<file path="config.mk">
export PLATFORM = sky130hd
export DESIGN_NAME = sipo_deserializer
export DESIGN_NICKNAME = d
export VERILOG_FILES = /design/src/rtl/sipo_deserializer.sv
export SDC_FILE = /design/constraint.sdc
export NUM_CORES = 1
export LEC_CHECK = 0
export CAP_MARGIN = 15
export CORE_AREA = 5 5 42 44
export DETAILED_ROUTE_END_ITERATION = 16
export DIE_AREA = 0 0 47 49
export DONT_BUFFER_PORTS = 1
export HOLD_SLACK_MARGIN = 0.15
export MAX_ROUTING_LAYER = met4
export PLACE_DENSITY = 0.6
export SLEW_MARGIN = 20
export SYNTH_ARGS = -nofsm -noshare
export SYNTH_HDL_FRONTEND = slang
export SYNTH_SLANG_ARGS = --single-unit
</file>
<file path="constraint.sdc">
create_clock -name clk -period 2.5 [get_ports clk]
set_input_delay 0.125 -clock clk [delete_from_list [all_inputs] [get_ports clk]]
set_output_delay 0.125 -clock clk [all_outputs]
set_load 0.02 [all_outputs]
</file>
<file path="src/rtl/sipo_deserializer.sv">
// Serial-in parallel-out deserializer with word sync, a one-deep valid/ready
// output register, and a sticky overflow flag for words dropped under backpressure.
module sipo_deserializer #(
    parameter int unsigned WIDTH     = 4,
    parameter bit          MSB_FIRST = 1'b1
) (
    input  logic             clk,
    input  logic             rst,
    input  logic             s_in,
    input  logic             s_valid,
    input  logic             s_sync,
    output logic [WIDTH-1:0] p_out,
    output logic             p_valid,
    input  logic             p_ready,
    output logic             overflow,
    input  logic             clr_ovf,
    output logic             busy
);

    localparam int unsigned          CNT_W    = $clog2(WIDTH);
    localparam logic [CNT_W-1:0]     CNT_LAST = CNT_W'(WIDTH - 1);

    logic [WIDTH-1:0] sh_q, sh_d;
    logic [CNT_W-1:0] cnt_q, cnt_d;
    logic [WIDTH-1:0] p_out_q, p_out_d;
    logic             p_valid_q, p_valid_d;
    logic             overflow_q, overflow_d;
    logic [WIDTH-1:0] sh_shift;
    logic             complete;
    logic             drop;

    // Shift/count the serial side, then resolve the completed word against the output slot.
    always_comb begin
        sh_d       = sh_q;
        cnt_d      = cnt_q;
        p_out_d    = p_out_q;
        p_valid_d  = p_valid_q;
        overflow_d = overflow_q;
        complete   = 1'b0;
        drop       = 1'b0;

        if (MSB_FIRST) begin
            sh_shift = {sh_q[WIDTH-2:0], s_in};
        end else begin
            sh_shift = {s_in, sh_q[WIDTH-1:1]};
        end

        if (s_valid) begin
            sh_d = sh_shift;
            if (s_sync) begin
                cnt_d = CNT_W'(1);
            end else if (cnt_q == CNT_LAST) begin
                cnt_d    = '0;
                complete = 1'b1;
            end else begin
                cnt_d = cnt_q + CNT_W'(1);
            end
        end

        if (complete) begin
            if (!p_valid_q || p_ready) begin
                p_out_d   = sh_shift;
                p_valid_d = 1'b1;
            end else begin
                drop = 1'b1;
            end
        end else if (p_valid_q && p_ready) begin
            p_valid_d = 1'b0;
        end

        // A drop on the same edge as a clear leaves the flag set.
        if (clr_ovf) begin
            overflow_d = 1'b0;
        end
        if (drop) begin
            overflow_d = 1'b1;
        end
    end

    always_ff @(posedge clk) begin
        if (rst) begin
            sh_q       <= '0;
            cnt_q      <= '0;
            p_out_q    <= '0;
            p_valid_q  <= 1'b0;
            overflow_q <= 1'b0;
        end else begin
            sh_q       <= sh_d;
            cnt_q      <= cnt_d;
            p_out_q    <= p_out_d;
            p_valid_q  <= p_valid_d;
            overflow_q <= overflow_d;
        end
    end

    assign p_out    = p_out_q;
    assign p_valid  = p_valid_q;
    assign overflow = overflow_q;
    assign busy     = (cnt_q != '0);

endmodule

</file>
-- Word-level counts from Yosys, hierarchy flattened
Cells that the tools add are included.
W data, S select, Z words.
- bits in latches: 0
- input port bits: 7
- memories kept: 0
- word-level logic and storage cells: 28
- memory bits (writable): 0
- register bits: 11
- ROM bits: 0
- mux-type cells: 12
- multipliers: 0
- divide/modulo/power cells: 0
- bitwise operators: 0
- magnitude comparators: 0
- shift operators: 0
- reduce and logical (&&, ||, !) cells: 8
- add/sub/neg operators: 1
- eq/ne operators: 2
- operators by type and width (operator ; count):
    $mux W1 ; 10
    $reduce_bool A2 Y1 ; 3
    $mux W2 ; 2
    $reduce_and A2 Y1 ; 2
    $add A2 B1 Y2 const B ; 1
    $eq A2 B2 Y1 const B ; 1
    $ne A2 B1 Y1 const B ; 1
    $logic_and A1 B1 Y1 ; 1
    $logic_not A1 Y1 ; 1
    $logic_or A1 B1 Y1 ; 1

-- Longest topological paths before layout
- depth in word-level cells: 6
- gate-level depth with buffers: 5
- gate-level depth less buffers: 4

-- Worst setup path before layout
Ideal clock, no wire load.
- path kind: register -> register
- start point: register cnt_q[0]
- end point: register p_out_q[0] (netlist: p_out[0])
- cell stages (with the launch flop): 6
- clock period less this slack: 1096 ps
- arrival: 1024 ps
- slack: 1404 ps
- path buffers: 1
- required time: 2428 ps
- path through: dfxtp_1 > ha_1 > nand3b_4 > nor2b_4 > buf_6 > mux2i_1
- word-level cells in the longest chain between the ends: 5
- RTL lines (item ; line ; source):
    start, declared ; 24 ; logic [CNT_W-1:0] cnt_q, cnt_d;
    start signal, assigned ; 89 ; cnt_q <= cnt_d;
    $eq A2 B2 Y1 ; 52 ; end else if (cnt_q == CNT_LAST) begin
    $mux W1 ; 52 ;
    $mux W1 ; 50 ; if (s_sync) begin
    $mux W1 ; 48 ; if (s_valid) begin
    $reduce_and A2 Y1 (no line) ; - ;
    end signal, assigned ; 90 ; p_out_q <= p_out_d;
    end, declared ; 25 ; logic [WIDTH-1:0] p_out_q, p_out_d;
No other way between the ends.
A chain may end at the register's enable or synchronous reset.

-- Worst setup path after layout
- start point: input s_valid
- end point: register p_valid_q (netlist: p_valid)
- word-level cells in the longest chain between the ends: 3
- RTL lines (item ; line ; source):
    start, declared ; 10 ; input logic s_valid,
    $mux W1 (*) ; 48 ;
    $ne A2 B1 Y1 (no line) / $reduce_bool A2 Y1 (equally long branches) ; - ;
    $reduce_and A2 Y1 (no line) ; - ;
    end signal, assigned ; 91 ; p_valid_q <= p_valid_d;
    end, declared ; 26 ; logic p_valid_q, p_valid_d;
Mark *: on every way between the ends. The rest lies on a longest branch, timed or not.

==> summary.txt <==
Power and ir drop
  • Clock Power Share: 0.366
  • Switching portion of total power: 0.232
  • Leakage: 0.256 nW
  • Cell Int Power: 0.000256 W
  • Worst vdd ir: 0.223 mV
  • PD cells: 544 mW/mm^2
  • PnR Total Power: 0.000333 W
  • Comb pwr share: 0.087
  • Net switching power: 0.0000773 W
  • Flop pwr share: 0.546

Logic synthesis
  • Synth top area cells: dfxtp_1, mux2i_1, nand2b_1
  • Post-Syn Instances: 51
  • Post-Syn Nets: 60
  • Sequential area share after synthesis: 0.429
  • #FFs+latches synth: 11
  • Ys Warns: 0
  • Yosys top cell by area: dfxtp_1
  • Synth cell types: 15
  • Syn_area_per_cell: a little over 10 sq um
  • Yosys top cell area share: 0.429
  • Syn Std Cell Area: around 500 sq um

STA
  • Max_slew headroom: 0.713
  • Worst-margin pin slew: 429 ps
  • Clk_skew: 0.523 ps
  • Count of final hold-check violations: 0
  • Fmax achieved: 493 MHz
  • Final Max Tran Viols: 0
  • Period minus WS final: between 2000 and 2500 ps
  • RSZ-0062 raised after global routing: false
  • Final period util: 0.811
  • Setup violators final: 0
  • Sum of negative setup slack: 0 ps

Die
  • IO Pins: 14
  • Core box area: 0.00140 sq mm
  • # rows: 14
  • Initial core utilization: 0.366
  • Die extent in y: 49 microns
  • DIE AREA: about 0.0023 sq mm
  • Die X-Extent: 47 microns

Clock tree
  • TritonCTS Buffers: 3
  • Clk sinks: 11
  • Clock-pin slew on the worst setup and hold paths: about 70 ps
  • Clk root buf: clkbuf_4
  • CTS Buffer Depth: 2
  • CTS resizes: 0
  • CTS tree: yes
  • Clock Latency Late Sink: 270 ps
  • H-tree levels: 1

Detailed routing
  • # DRC: 0
  • Vias/cell: between 4 and 5
  • Via count: 348
  • 1st-iter DRT viols: 3
  • Post-Route WL: 877 microns
  • Post-DR wirelength/cell: 11.5 microns
  • Routed Antenna Nets: 0
  • Drt first pass iters: 4

Setup path
  • Slowest stage delay, CP: around 740 ps
  • Crit path buffers/inverters: 3
  • Slowest CP cell: dlygate4sd3_1
  • Cell chain of the critical path: dlygate4sd3_1 -> nand3b_4 -> dlygate4sd3_1 -> a21oi_1 -> dlygate4sd3_1
  • Required time of the critical path: ~2700 ps
  • Crit path from: s_valid
  • Critical Path End Type: flop
  • Startpoint type of the worst setup path: input pin
  • Max FO, Critical Path: 6
  • CP dominant cell by count: dlygate4sd3_1
  • Kind of critical path: in -> reg
  • Cell family with most CP delay: buffers and inverters
  • Worst r2r src: cnt_q[0]
  • Crit path DAT: 2240 ps

Worst hold path
  • Worst Min Path Start: s_sync
  • Type of the worst min-delay path: in -> reg

Layout
  • Share of layout cells above drive strength 1: 0.0833
  • NumNets Final: 70
  • Ant. Diodes: 0
  • Filler Cell Count: 157
  • Layout Area Growth over Synthesis: 19.5%

Global routing
  • Number of global-route vias before repair: 312
  • First-pass GRT wire length: between 1000 and 1500 microns
  • GRT Total Usage: 0.0926
  • Grt ovf: 0
  • Initial antenna violation count: 0
  • Largest net degree at the start of global routing: 16

Run
  • Max-Cap Viols: 0

Placement
  • Gpl congestion: between 0.6 and 0.7
  • Port bufs: 0

Run status
  • Outcome: finished clean
==> timing repair <==
item,CTS,global route
hold buffers,8,0
endpoints found under the hold margin,11,0
setup buffers,0,0
==> state kept, by name (all words and copies together), names as in the netlist <==
register  count
sh_q          3
overflow      1
p_out         4
p_valid       1
cnt_q         2
==> layout make-up <==
class	instances	area [sq um]	share of cell area
Sequential cell	11	220	0.359
Multi-Input combinational cell	33	251	0.410
Inverter	4	15.0	0.0245
Clock buffer	4	26.3	0.0429
Tap cell	16	20.0	0.0327
Timing Repair Buffer	8	80.1	0.131
==> power by group through the flow <==
stage | Sequential [W] | Combinational [W] | Clock (W)
2_1_floorplan | 0.000186 | 0.0000211 | 0
6_report | 0.000182 | 0.0000291 | 0.000122
3_3_place_gp | 0.000186 | 0.0000170 | 0
3_5_place_dp | 0.000186 | 0.0000172 | 0
5_1_grt | 0.000183 | 0.0000321 | 0.000131
4_1_cts | 0.000182 | 0.0000295 | 0.000127
==> routing by layer <==
layer	GRT usage	vias up	wire length, microns
li1	-	183	-
met1	0.0996	158	390
met2	0.115	5	416
met3	0.0517	2	60
met4	0.0829	0	10
met5	-	-	0
==> layout by cell type, fill, tap and decap left out, types with 2 or more instances in the layout <==
| cell | synthesis | layout |
|---|---|---|
| ha_1 | 2 | 2 |
| nor2_1 | 6 | 6 |
| mux2i_1 | 7 | 7 |
| clkbuf_4 | 0 | 3 |
| a21oi_1 | 2 | 2 |
| dfxtp_1 | 11 | 11 |
| nand2b_1 | 10 | 10 |
| dlygate4sd3_1 | 0 | 8 |
| inv_1 | 4 | 4 |
==> stage by stage <==
| stage | util | instance area (sq um) | hold WS [ps] | setup WS, ps | std cells |
|---|---|---|---|---|---|
| final | 0.438 | 613 | 190 | 473 | 76 |
| after floorplan | - | 513 | 272 | 1400 | 51 |
| after global placement | 0.362 | 507 | 199 | 1380 | 64 |
| after detailed placement | 0.362 | 507 | 198 | 1360 | 64 |
| after global routing | 0.438 | 613 | 197 | 401 | 76 |
| after CTS | 0.438 | 613 | 180 | 498 | 76 |
==> final timing paths <==
| path | to | slack [ps] | cells after the start |
|---|---|---|---|
| worst max-delay path | p_valid | 470 | 5 |
| worst min-delay path | p_out[1] | 190 | 3 |
| worst max register to register | p_valid | 500 | 5 |
| worst min register to register | p_out[3] | 490 | 2 |
==> worst register-to-register path, stage by stage (launching register included) <==
cell and delay (ps):
dfxtp_1 380, ha_1 220, nand3b_4 110, dlygate4sd3_1 570
a21oi_1 120, dlygate4sd3_1 550
==> synthesized netlist by cell type, drive strengths merged <==
master   n
ha       2
nand3b   2
a211oi   1
buf      2
dfxtp   11
mux2i    7
nor2     6
clkbuf   1
nor2b    2
a21oi    2
nand2b  10
inv      4
o22ai    1
==> cell families (layout without fill, tap and decap cells) <==
| logic type | count (synthesis) | count (layout) | synth area share |
|---|---|---|---|
| compound gates | 4 | 4 | 0.0464 |
| fa+ha+maj | 2 | 2 | 0.0488 |
| buf+inv | 7 | 16 | 0.0805 |
| flops | 11 | 11 | 0.429 |
| mux | 7 | 7 | 0.137 |
| simple gates | 20 | 20 | 0.259 |
(Power assumes the default switching activity.)
